`src/rtl/tnoc_vc_scheduler_if.sv`:
```
// Flit ingress/egress bundle for the virtual-channel scheduler.
// The scheduler takes the slave side and the traffic source/sink takes the master side.
interface tnoc_vc_scheduler_if #(
    parameter int unsigned CHANNELS   = 2,
    parameter int unsigned FLIT_WIDTH = 64,
    parameter int unsigned VC_WIDTH   = (CHANNELS > 1) ? $clog2(CHANNELS) : 1
);
    logic                  i_valid;
    logic [VC_WIDTH-1:0]   i_vc;
    logic                  i_head;
    logic                  i_tail;
    logic [FLIT_WIDTH-1:0] i_flit;
    logic [CHANNELS-1:0]   o_ready;
    logic [CHANNELS-1:0]   o_almost_full;
    logic                  o_valid;
    logic                  i_ready;
    logic [VC_WIDTH-1:0]   o_vc;
    logic                  o_head;
    logic                  o_tail;
    logic [FLIT_WIDTH-1:0] o_flit;
    logic                  o_error;

    modport master (
        output i_valid, i_vc, i_head, i_tail, i_flit, i_ready,
        input  o_ready, o_almost_full, o_valid, o_vc, o_head, o_tail, o_flit, o_error
    );

    modport slave (
        input  i_valid, i_vc, i_head, i_tail, i_flit, i_ready,
        output o_ready, o_almost_full, o_valid, o_vc, o_head, o_tail, o_flit, o_error
    );
endinterface

```
`src/rtl/tnoc_vc_scheduler.sv`:
```
// Per-VC flit FIFOs feeding one output port, with packet-locked round-robin or
// fixed-priority arbitration and error pulses for dropped or orphaned flits.
module tnoc_vc_scheduler #(
    parameter int unsigned CHANNELS       = 2,
    parameter int unsigned FLIT_WIDTH     = 64,
    parameter int unsigned FIFO_DEPTH     = 8,
    parameter int unsigned FIFO_THRESHOLD = FIFO_DEPTH - 2,
    parameter int unsigned ARB_MODE       = 0
) (
    input logic                clk,
    input logic                rst_n,
    tnoc_vc_scheduler_if.slave bus
);
    localparam int unsigned VC_WIDTH = (CHANNELS > 1) ? $clog2(CHANNELS) : 1;
    localparam int unsigned PTR_W    = (FIFO_DEPTH > 1) ? $clog2(FIFO_DEPTH) : 1;
    localparam int unsigned CNT_W    = $clog2(FIFO_DEPTH + 1);
    localparam int unsigned ENTRY_W  = FLIT_WIDTH + 2;

    typedef enum logic [0:0] {StUnlocked, StLocked} arb_state_e;

    logic [CHANNELS-1:0]   push;
    logic [CHANNELS-1:0]   pop;
    logic [CHANNELS-1:0]   not_empty;
    logic [CHANNELS-1:0]   full;
    logic [CHANNELS-1:0]   almost_full;
    logic [CHANNELS-1:0]   front_head;
    logic [CHANNELS-1:0]   front_tail;
    logic [FLIT_WIDTH-1:0] front_flit [CHANNELS];
    logic [CHANNELS-1:0]   eligible;
    logic [CHANNELS-1:0]   discard;
    logic [ENTRY_W-1:0]    entry_in;
    logic                  vc_in_range;

    arb_state_e          state_q, state_d;
    logic [VC_WIDTH-1:0] lock_vc_q, lock_vc_d;
    logic [VC_WIDTH-1:0] rr_ptr_q, rr_ptr_d;
    logic [VC_WIDTH-1:0] sel_vc;
    logic [VC_WIDTH-1:0] start_vc;
    logic                out_valid;
    logic                transfer;
    logic                error_q, error_d;

    function automatic logic [PTR_W-1:0] ptr_inc(input logic [PTR_W-1:0] p);
        return (p == PTR_W'(FIFO_DEPTH - 1)) ? '0 : p + PTR_W'(1);
    endfunction

    assign entry_in    = {bus.i_head, bus.i_tail, bus.i_flit};
    assign vc_in_range = (32'(bus.i_vc) < CHANNELS);

    // Readiness comes only from the registered count, so a full FIFO refuses a
    // push even when it pops in the same cycle.
    always_comb begin
        push = '0;
        if (bus.i_valid && vc_in_range && !full[bus.i_vc]) begin
            push[bus.i_vc] = 1'b1;
        end
    end

    for (genvar c = 0; c < CHANNELS; c++) begin : g_vc
        logic [ENTRY_W-1:0] mem_q [FIFO_DEPTH];
        logic [PTR_W-1:0]   wr_ptr_q, wr_ptr_d;
        logic [PTR_W-1:0]   rd_ptr_q, rd_ptr_d;
        logic [CNT_W-1:0]   count_q, count_d;

        always_comb begin
            wr_ptr_d = push[c] ? ptr_inc(wr_ptr_q) : wr_ptr_q;
            rd_ptr_d = pop[c] ? ptr_inc(rd_ptr_q) : rd_ptr_q;
            count_d  = count_q;
            if (push[c] && !pop[c]) begin
                count_d = count_q + CNT_W'(1);
            end else if (!push[c] && pop[c]) begin
                count_d = count_q - CNT_W'(1);
            end
        end

        always_ff @(posedge clk or negedge rst_n) begin
            if (!rst_n) begin
                wr_ptr_q <= '0;
                rd_ptr_q <= '0;
                count_q  <= '0;
            end else begin
                wr_ptr_q <= wr_ptr_d;
                rd_ptr_q <= rd_ptr_d;
                count_q  <= count_d;
            end
        end

        // Payload storage needs no reset: the counts gate every read.
        always_ff @(posedge clk) begin
            if (push[c]) begin
                mem_q[wr_ptr_q] <= entry_in;
            end
        end

        assign not_empty[c]   = (count_q != '0);
        assign full[c]        = (count_q == CNT_W'(FIFO_DEPTH));
        assign almost_full[c] = (count_q >= CNT_W'(FIFO_THRESHOLD));
        assign {front_head[c], front_tail[c], front_flit[c]} = mem_q[rd_ptr_q];
    end

    assign start_vc = (ARB_MODE == 1) ? '0 : rr_ptr_q;

    always_comb begin
        eligible  = '0;
        discard   = '0;
        sel_vc    = '0;
        out_valid = 1'b0;
        if (state_q == StUnlocked) begin
            eligible = not_empty & front_head;
            discard  = not_empty & ~front_head;
            // First pass covers start_vc and upward, second pass wraps to the low VCs.
            for (int unsigned i = 0; i < CHANNELS; i++) begin
                if (!out_valid && eligible[i] && (VC_WIDTH'(i) >= start_vc)) begin
                    sel_vc    = VC_WIDTH'(i);
                    out_valid = 1'b1;
                end
            end
            for (int unsigned i = 0; i < CHANNELS; i++) begin
                if (!out_valid && eligible[i]) begin
                    sel_vc    = VC_WIDTH'(i);
                    out_valid = 1'b1;
                end
            end
        end else begin
            sel_vc    = lock_vc_q;
            out_valid = not_empty[lock_vc_q];
        end
    end

    assign transfer = out_valid && bus.i_ready;

    always_comb begin
        pop       = discard;
        state_d   = state_q;
        lock_vc_d = lock_vc_q;
        rr_ptr_d  = rr_ptr_q;
        if (transfer) begin
            pop[sel_vc] = 1'b1;
        end
        if (out_valid) begin
            if (transfer && front_tail[sel_vc]) begin
                state_d = StUnlocked;
                if (ARB_MODE == 0) begin
                    rr_ptr_d = (sel_vc == VC_WIDTH'(CHANNELS - 1)) ? '0 : sel_vc + VC_WIDTH'(1);
                end
            end else begin
                state_d   = StLocked;
                lock_vc_d = sel_vc;
            end
        end
        error_d = (bus.i_valid && !vc_in_range) || (|discard);
    end

    always_ff @(posedge clk or negedge rst_n) begin
        if (!rst_n) begin
            state_q   <= StUnlocked;
            lock_vc_q <= '0;
            rr_ptr_q  <= '0;
            error_q   <= 1'b0;
        end else begin
            state_q   <= state_d;
            lock_vc_q <= lock_vc_d;
            rr_ptr_q  <= rr_ptr_d;
            error_q   <= error_d;
        end
    end

    // Zero the data fields when idle so the outputs read as reset values.
    assign bus.o_ready       = ~full;
    assign bus.o_almost_full = almost_full;
    assign bus.o_valid       = out_valid;
    assign bus.o_vc          = out_valid ? sel_vc : '0;
    assign bus.o_head        = out_valid & front_head[sel_vc];
    assign bus.o_tail        = out_valid & front_tail[sel_vc];
    assign bus.o_flit        = out_valid ? front_flit[sel_vc] : '0;
    assign bus.o_error       = error_q;

endmodule

```
`src/flat_wrapper.sv`:
```
// flat-port wrapper written by rule: the top's interface ports become plain ports
module tnoc_vc_scheduler_flat 
#(
    parameter int unsigned CHANNELS       = 2,
    parameter int unsigned FLIT_WIDTH     = 64,
    parameter int unsigned FIFO_DEPTH     = 8,
    parameter int unsigned FIFO_THRESHOLD = FIFO_DEPTH - 2,
    parameter int unsigned ARB_MODE       = 0
)
  (clk, rst_n, bus_i_valid, bus_i_vc, bus_i_head, bus_i_tail, bus_i_flit, bus_i_ready, bus_o_ready, bus_o_almost_full, bus_o_valid, bus_o_vc, bus_o_head, bus_o_tail, bus_o_flit, bus_o_error);
  tnoc_vc_scheduler_if #(.CHANNELS(CHANNELS), .FLIT_WIDTH(FLIT_WIDTH), .VC_WIDTH(1)) bus_i ();
  input logic clk;
  input logic rst_n;
  input wire logic [$bits(bus_i.i_valid)-1:0] bus_i_valid;
  input wire logic [$bits(bus_i.i_vc)-1:0] bus_i_vc;
  input wire logic [$bits(bus_i.i_head)-1:0] bus_i_head;
  input wire logic [$bits(bus_i.i_tail)-1:0] bus_i_tail;
  input wire logic [$bits(bus_i.i_flit)-1:0] bus_i_flit;
  input wire logic [$bits(bus_i.i_ready)-1:0] bus_i_ready;
  output wire logic [$bits(bus_i.o_ready)-1:0] bus_o_ready;
  output wire logic [$bits(bus_i.o_almost_full)-1:0] bus_o_almost_full;
  output wire logic [$bits(bus_i.o_valid)-1:0] bus_o_valid;
  output wire logic [$bits(bus_i.o_vc)-1:0] bus_o_vc;
  output wire logic [$bits(bus_i.o_head)-1:0] bus_o_head;
  output wire logic [$bits(bus_i.o_tail)-1:0] bus_o_tail;
  output wire logic [$bits(bus_i.o_flit)-1:0] bus_o_flit;
  output wire logic [$bits(bus_i.o_error)-1:0] bus_o_error;
  assign bus_i.i_valid = bus_i_valid;
  assign bus_i.i_vc = bus_i_vc;
  assign bus_i.i_head = bus_i_head;
  assign bus_i.i_tail = bus_i_tail;
  assign bus_i.i_flit = bus_i_flit;
  assign bus_i.i_ready = bus_i_ready;
  assign bus_o_ready = bus_i.o_ready;
  assign bus_o_almost_full = bus_i.o_almost_full;
  assign bus_o_valid = bus_i.o_valid;
  assign bus_o_vc = bus_i.o_vc;
  assign bus_o_head = bus_i.o_head;
  assign bus_o_tail = bus_i.o_tail;
  assign bus_o_flit = bus_i.o_flit;
  assign bus_o_error = bus_i.o_error;
  tnoc_vc_scheduler #(.CHANNELS(CHANNELS), .FLIT_WIDTH(FLIT_WIDTH), .FIFO_DEPTH(FIFO_DEPTH), .FIFO_THRESHOLD(FIFO_THRESHOLD), .ARB_MODE(ARB_MODE)) u_core (.clk(clk), .rst_n(rst_n), .bus(bus_i));
endmodule
```
`config.mk`:
```
export PLATFORM = sky130hd
export DESIGN_NAME = tnoc_vc_scheduler_flat
export DESIGN_NICKNAME = d
export VERILOG_FILES = /design/src/rtl/tnoc_vc_scheduler_if.sv /design/src/rtl/tnoc_vc_scheduler.sv /design/src/flat_wrapper.sv
export SDC_FILE = /design/constraint.sdc
export NUM_CORES = 1
export LEC_CHECK = 0
export ABC_AREA = 1
export ABC_CLOCK_PERIOD_IN_PS = 7000
export BUFFER_PORTS_ARGS = -buffer_cell sky130_fd_sc_hd__buf_2
export CORE_AREA = 2 2 283 285
export CTS_CLUSTER_DIAMETER = 200
export DETAILED_ROUTE_END_ITERATION = 10
export DIE_AREA = 0 0 285 287
export GPL_ROUTABILITY_DRIVEN = 0
export PLACE_DENSITY = 0.71
export SLEW_MARGIN = 20
export SYNTH_ARGS = -nofsm -noshare
export SYNTH_HDL_FRONTEND = slang
export SYNTH_SLANG_ARGS = --single-unit
export TNS_END_PERCENT = 1
```
`constraint.sdc`:
```
create_clock -name clk -period 7 [get_ports clk]
set_input_delay 0.7 -clock clk [delete_from_list [all_inputs] [get_ports clk]]
set_output_delay 0.7 -clock clk [all_outputs]
set_load 0.02 [all_outputs]
```
After elaboration in Yosys (flattened, before gate mapping)
Memory sizes are Yosys's and may differ from the RTL's.
Cells that the tools add are included.
- output and inout bits: 73
- logic and storage cells: 121
- RAM bits: 1056
- flip-flop bits (word level): 24
- input port bits: 71
- memories kept: 2
- memories (name ; words ; bits a word ; rd ports ; clocked after Yosys merged registers in ; write ports ; RTL line ; text):
    u_core.g_vc[0].mem_q ; 8 ; 66 ; 1 ; 0 ; 1 ; tnoc_vc_scheduler.sv:60 ; logic [ENTRY_W-1:0] mem_q [FIFO_DEPTH];
    u_core.g_vc[1].mem_q ; 8 ; 66 ; 1 ; 0 ; 1 ; tnoc_vc_scheduler.sv:60 ;
- add/sub/neg operators: 9
- order comparisons: 10
- mux-type cells: 46
- bitwise gates (word level): 9
- reductions and logical operators: 29
- equality and inequality tests: 6
- operators with widths (kind ; number):
    2-to-1 mux 64 bit ; 4
    2-to-1 mux 1 bit ; 29
    2-to-1 mux 4 bit ; 4
    logical AND 1 bit ; 14
    adder 3 x 1 -> 3 bit, second input constant ; 4
    equality test 3 bit, second input constant ; 4
    2-to-1 mux 3 bit ; 4
    adder 4 x 1 -> 4 bit, second input constant ; 2
    equality test 4 bit, second input constant ; 2
    greater-or-equal comparator 4 x 3 -> 1 bit, second input constant ; 2
    logical NOT 1 bit ; 8
    nonzero test 4 bit ; 2
    subtractor 4 x 1 -> 4 bit, second input constant ; 2
    less-than comparator 1 x 2 -> 1 bit, second input constant ; 3
    2-to-1 mux 2 bit ; 3
    bitwise AND 2 bit ; 2
    NOT 2 bit ; 2
    AND reduction 2 bit ; 2
    nonzero test 2 bit ; 2
    bitwise AND 1 bit ; 2
    demux 1 bit (select 1 bit) ; 2
    greater-or-equal comparator 1 bit, first input constant ; 2
    greater-or-equal comparator 1 bit, second input constant ; 2
    greater-or-equal comparator 2 bit, second input constant ; 1
    other kinds (5) ; 5

Longest topological paths before layout
- depth in word-level cells: 27
- gate-level depth with buffers: 23
- depth with buffers taken out: 21

Worst setup path after synthesis
Ideal clock, no wire load.
- path kind: input -> register
- start point: input bus_i_vc
- end point: memory u_core.g_vc[0].mem_q[0][0] (netlist bit) (enable)
- cell stages on the path: 6
- arrival time: 4.427 ns
- path buffers: 0
- data required time: 6.510 ns
- slack: 2.082 ns
- library setup time: 0.490 ns
- path through: inv_1 o21ai_0 nor3_1 inv_1 or2_2 nor2_1
- word-level cells in the longest chain between the ends: 7
- elaborated cells between the ends (all ways): 12
- classes of those cells: order compare (2); mux (7); reduce/logical (3)
- RTL lines (element ; RTL line ; text):
    from (decl) ; flat_wrapper.sv:15 ; input wire logic [$bits(bus_i.i_vc)-1:0] bus_i_vc;
    less-than comparator 1 x 2 -> 1 bit (implied by the code) (tied with other cells) ; tnoc_vc_scheduler.sv:55 ; push[bus.i_vc] = 1'b1;
    logical AND 1 bit (implied by the code) or 2-to-1 mux 1 bit (tied branches) ; tnoc_vc_scheduler.sv:55, tnoc_vc_scheduler.sv:54 ;
    2-to-1 mux 1 bit (implied by the code) or logical NOT 1 bit (tied branches) ; tnoc_vc_scheduler.sv:55, tnoc_vc_scheduler.sv:54 ;
    demux 1 bit (select 1 bit) or logical AND 1 bit (tied branches) ; n/a ;
    2-to-1 mux 2 bit * ; tnoc_vc_scheduler.sv:54 ; if (bus.i_valid && vc_in_range && !full[bus.i_vc]) begin
    named net u_core.push[0] ; tnoc_vc_scheduler.sv:21 ; logic [CHANNELS-1:0] push;
    2-to-1 mux 1 bit * ; tnoc_vc_scheduler.sv:90 ; if (push[c]) begin
    2-to-1 mux 1 bit (implied by the code) * ; tnoc_vc_scheduler.sv:91 ; mem_q[wr_ptr_q] <= entry_in;
    to (decl) ; tnoc_vc_scheduler.sv:60 ;
Mark *: on every way through the listed nets, which the timed path passes. The rest lies on a longest branch. The select of a mux whose other input is x is not followed.

Worst setup path after layout
- start point: register u_core.g_vc[0].rd_ptr_q[0]
- end point: output bus_o_flit[63]
- word-level cells in the longest chain between the ends: 23
- elaborated cells between the ends (all ways): 27
- classes of those cells: mux (16); bitwise (2); reduce/logical (8); memory (1)
- RTL lines (element ; RTL line ; text):
    from (decl) ; tnoc_vc_scheduler.sv:62 ; logic [PTR_W-1:0] rd_ptr_q, rd_ptr_d;
    from (signal assigned) ; tnoc_vc_scheduler.sv:83 ; rd_ptr_q <= rd_ptr_d;
    memory (8 x 66 bit) * ; n/a ;
    bitwise AND 2 bit ; tnoc_vc_scheduler.sv:109 ; eligible = not_empty & front_head;
    logical AND 1 bit ; tnoc_vc_scheduler.sv:113 ; if (!out_valid && eligible[i] && (VC_WIDTH'(i) >= start_vc)) begin
    2-to-1 mux 1 bit ; tnoc_vc_scheduler.sv:113 ;
    2-to-1 mux 1 bit ; tnoc_vc_scheduler.sv:108 ; if (state_q == StUnlocked) begin
    logical NOT 1 bit ; tnoc_vc_scheduler.sv:113 ;
    logical AND 1 bit (2 in a row) ; tnoc_vc_scheduler.sv:113 ;
    2-to-1 mux 1 bit ; tnoc_vc_scheduler.sv:113 ;
    (+4 left out) ; n/a ;
    2-to-1 mux 1 bit ; tnoc_vc_scheduler.sv:108 ;
    logical NOT 1 bit ; tnoc_vc_scheduler.sv:119 ; if (!out_valid && eligible[i]) begin
    logical AND 1 bit ; tnoc_vc_scheduler.sv:119 ;
    2-to-1 mux 1 bit ; tnoc_vc_scheduler.sv:119 ;
    2-to-1 mux 1 bit ; tnoc_vc_scheduler.sv:108 ;
    NOT 1 -> 2 bit (implied by the code) ; tnoc_vc_scheduler.sv:175 ; assign bus.o_flit = out_valid ? front_flit[sel_vc] : '0;
    2-to-1 mux 64 bit (implied by the code) (3 in a row) ; tnoc_vc_scheduler.sv:175 ;
    2-to-1 mux 64 bit * ; tnoc_vc_scheduler.sv:175 ;
    to (decl) ; flat_wrapper.sv:26 ; output wire logic [$bits(bus_i.o_flit)-1:0] bus_o_flit;
Mark *: on every way between the ends. The rest lies on a longest branch, timed or not. The select of a mux whose other input is x is not followed.

==> metrics.md <==
| Metric | Value |
|---|---|
| Outcome | complete, no violations |
| Dpl ws | ~1.8 ns |
| Die ar. | about 80000 µm² |
| Final setup TNS | 0 ns |
| Layout cells sized above 1 | around an eighth |
| Final Hold Viols | 0 |
| Die X | 285 µm |
| Primary FF master, synth | edfxtp_1 |
| HP Class | input pin to asynchronous set/reset pin |
| DR DRC count | 0 |
| Post-synth EDFFs | ~1100 |
| Dpl hpwl | 55.5 mm |
| Most frequent cell after synthesis | edfxtp_1 |
| Post-Synth Simple-Gate Area | around a tenth |
| Critical Path Sink Type | output pin |
| Main combinational cell family by area after synthesis | compound AO/OA/AOI/OAI gates |
| CP Data Arrival Time | roughly 5 ns |
| Max Freq | 0.171 GHz |
| Crit path kind | flop to output pin |
| Utilization after layout | slightly above 60% |
| GRT Total Usage | between 20% and 30% |
| FFs w/ async S/R, synth | approximately 2.2% |
| Flop2flop setup slack | around 1.7 ns |
| Peak supply drop | around 0.00034 V |
| WHS | approximately 0.022 ns |
| Clock sink count | 1080 |
| CTS Buffer Depth | 3 |
| Top sig layer | met5 |
| Register clock-pin slew on the reported worst setup and hold paths | 0.06 ns |
| Clk Latency, worst-skew pair | 0.66 ns |
| Met2 wire length | 53.8 mm |
| Crit Reg-Reg Endpoint | u_core.g_vc[1].count_q[3]$_DFFE_PN0P_ |
| Vias in the first global route | approximately 27000 |
| Die Ht | about 290 µm |
| Nets | approximately 3300 |
| Clock skew | 0.0212 ns |
| Register-to-Register Path Depth | 20 |
| Post-synth cell types | 35 |
| H-Tree Level Count | 3 |
| Gate count after technology mapping | 3154 |
| Syn_nets | roughly 3200 |
| Crit share post-route | 83.4% |
| Synth area leader | edfxtp_1 |
| Synth Area in Compound Gates | 11.5% |
| Initial antenna violation count | 8 |
| # IOs | 144 |
| Setup crit start kind | flop |
| Cell area after layout | between 40000 and 50000 µm² |
| Post-Synth XOR/XNOR Area | 0.123% |
| Global route overflow | 0 |
| Pwr Density | 442 nW/µm² |
| Pin count of the biggest net entering global routing | between 150 and 200 |
| DR pass1 iterations | 6 |
| CTS resizes | 0 |
| Wire length per cell | 24.5 µm |
| Syn Area/Cell | approximately 14 µm² |
| DR iter-0 viols | 3018 |
| Metal-1 WL | roughly 41 mm |
| IO Port Bufs | around 140 |
| Ys Warns | 0 |
| Worst EP required | around 6.3 ns |
| Worst slew margin | a little under a quarter |
| DR vias/cell | roughly 6.2 |
| Max cap viols | 0 |
| Site row count | between 100 and 150 |
| First-pass GRT wire length | ~160 mm |
| Reg2reg start | u_core.g_vc[0].rd_ptr_q[0]$_DFFE_PN0P_ |
| Core area | 78600 µm² |
| Root Buffer | clkbuf_16 |
| Synth top area share | about 74% |
| Post-route setup slack | approximately 1.2 ns |
| TritonCTS clock tree | done |
| Worst Tran Pin Value | 1.16 ns |
| CTS buffer count | roughly 110 |
| Post-cts hold buffer count | 0 |
| Dominant cells by area after synthesis | edfxtp_1 74%, nand2_1 5.2%, a21oi_1 3.8% |
| Synth top cells by count | 1056 x edfxtp_1, 589 x nand2_1, 324 x a21oi_1 |
| Post-CTS setup buffers | 0 |
| Synth-to-layout area growth | 11.9% |
| Mapped Area | around 43000 µm² |
| Initial Utilization | 54.5% |
| WL met3 | 8.62 mm |
| Max Transition Viols Final | 0 |
| DRT antenna net count | 0 |
| Endpoints failing setup | 0 |
| Routed vias | between 20000 and 30000 |
| Pleak | ~16 nW |
| Final min period | 5.84 ns |
| RSZ-0062 raised after global routing | false |
| Sequential area share after synthesis | about three quarters |
| Final WL | 107 mm |
| Synth Register Bits | approximately 1100 |
| Largest fanout on the critical path | 89 |
| Synth Area in Adders | less than 1% |
| Mux cell area share after synthesis | 0% |
| Post-DP Area | around 44000 µm² |
-- sequential cells by signal (all words and copies together), names as in the netlist --
register and flops:
u_core.g_vc.rd_ptr_q 6, u_core.g_vc.mem_q 1056, u_core.rr_ptr_q 1, u_core.bus.o_error 1
u_core.g_vc.count_q 8, u_core.state_q 1, u_core.g_vc.wr_ptr_q 6, u_core.lock_vc_q 1
-- layout by cell type, fill, tap and decap left out, drive strengths merged --
cell type  instances
a21o               2
a21oi            324
a221oi           128
a22oi              1
a32o              64
buf              186
bufinv            13
clkbuf           120
clkinv            56
clkinvlp           3
dfrtp             24
diode              5
edfxtp          1056
fa                 2
ha                14
inv               49
nand2            593
nand3             19
nand4              1
nor2             233
nor3             130
o211ai             1
o21a               2
o21ai            216
o221ai             1
o22ai             65
or2                2
xnor2              4
xor2               2
-- critical path, stage by stage, from the launching register on --
cell and delay, ns:
dfrtp_4 0.99, buf_4 0.90, nand2_1 0.13, nand3_1 0.12
nand3_1 0.13, nand4_1 0.17, nand2_4 0.08, nand2_4 0.07
buf_4 0.83, nor3_1 0.17, nor3_1 0.51, buf_2 0.27
-- metrics by stage --
step | total power, mW | std cells
3_3_place_gp | 15.3 | 4164
3_5_place_dp | 15.6 | 4166
6_report | 21.2 | 4366
5_1_grt | 22.1 | 4366
4_1_cts | 21.2 | 4359
2_1_floorplan | 13.1 | 3154
-- metal layers --
| layer | GRT usage [%] | vias to the layer above |
|---|---|---|
| met5 | 0 | - |
| met4 | 10.2 | 2 |
| met3 | 3.83 | 236 |
| met2 | 43.8 | 1382 |
| met1 | 33.6 | 13700 |
| li1 | - | 12000 |
-- worst max path at each step --
| stage | from | to | slack (ns) | cells past startpoint |
|---|---|---|---|---|
| 2_1_floorplan | bus_i_vc | u_core.g_vc[0].mem_q[0][0]$_DFFE_PP_ | 2.08 | 6 |
| 3_3_place_gp | u_core.g_vc[0].rd_ptr_q[0]$_DFFE_PN0P_ | u_core.g_vc[1].count_q[3]$_DFFE_PN0P_ | 1.76 | 20 |
| 3_5_place_dp | u_core.g_vc[0].rd_ptr_q[0]$_DFFE_PN0P_ | u_core.g_vc[1].count_q[3]$_DFFE_PN0P_ | 1.80 | 19 |
| 4_1_cts | u_core.g_vc[0].rd_ptr_q[0]$_DFFE_PN0P_ | bus_o_flit[1] | 1.22 | 13 |
| 5_1_grt | u_core.g_vc[0].rd_ptr_q[0]$_DFFE_PN0P_ | bus_o_flit[0] | 0.92 | 11 |
| 6_report | u_core.g_vc[0].rd_ptr_q[0]$_DFFE_PN0P_ | bus_o_flit[63] | 1.16 | 11 |
-- cell families (layout without fill, tap and decap cells) --
group / count (synthesis) / in the layout
compound gates: 804 / 804
xor+xnor: 6 / 6
fa+ha+maj: 16 / 16
buf+inv: 270 / 427
flops: 1080 / 1080
other cells: 0 / 5
simple gates: 978 / 978
-- report_power, final --
part | internal, mW | total, mW | switching [mW]
clock | 3.25 | 5.61 | 2.36
combinational | 2.22 | 7.53 | 5.31
sequential | 7.63 | 8.04 | 0.411
-- area by class of cell --
cell class              instances  area [µm²]
inverters                      48         208
fillers                      5835       30700
multi-input cells            1804        9450
flip-flops and latches       1080       32300
clock buffers                 120        2710
diodes                          5        12.5
repair buffers                186        1200
clock inverters                73         723
well taps                    1050        1310
No activity file was read; power rests on OpenSTA's default activity.
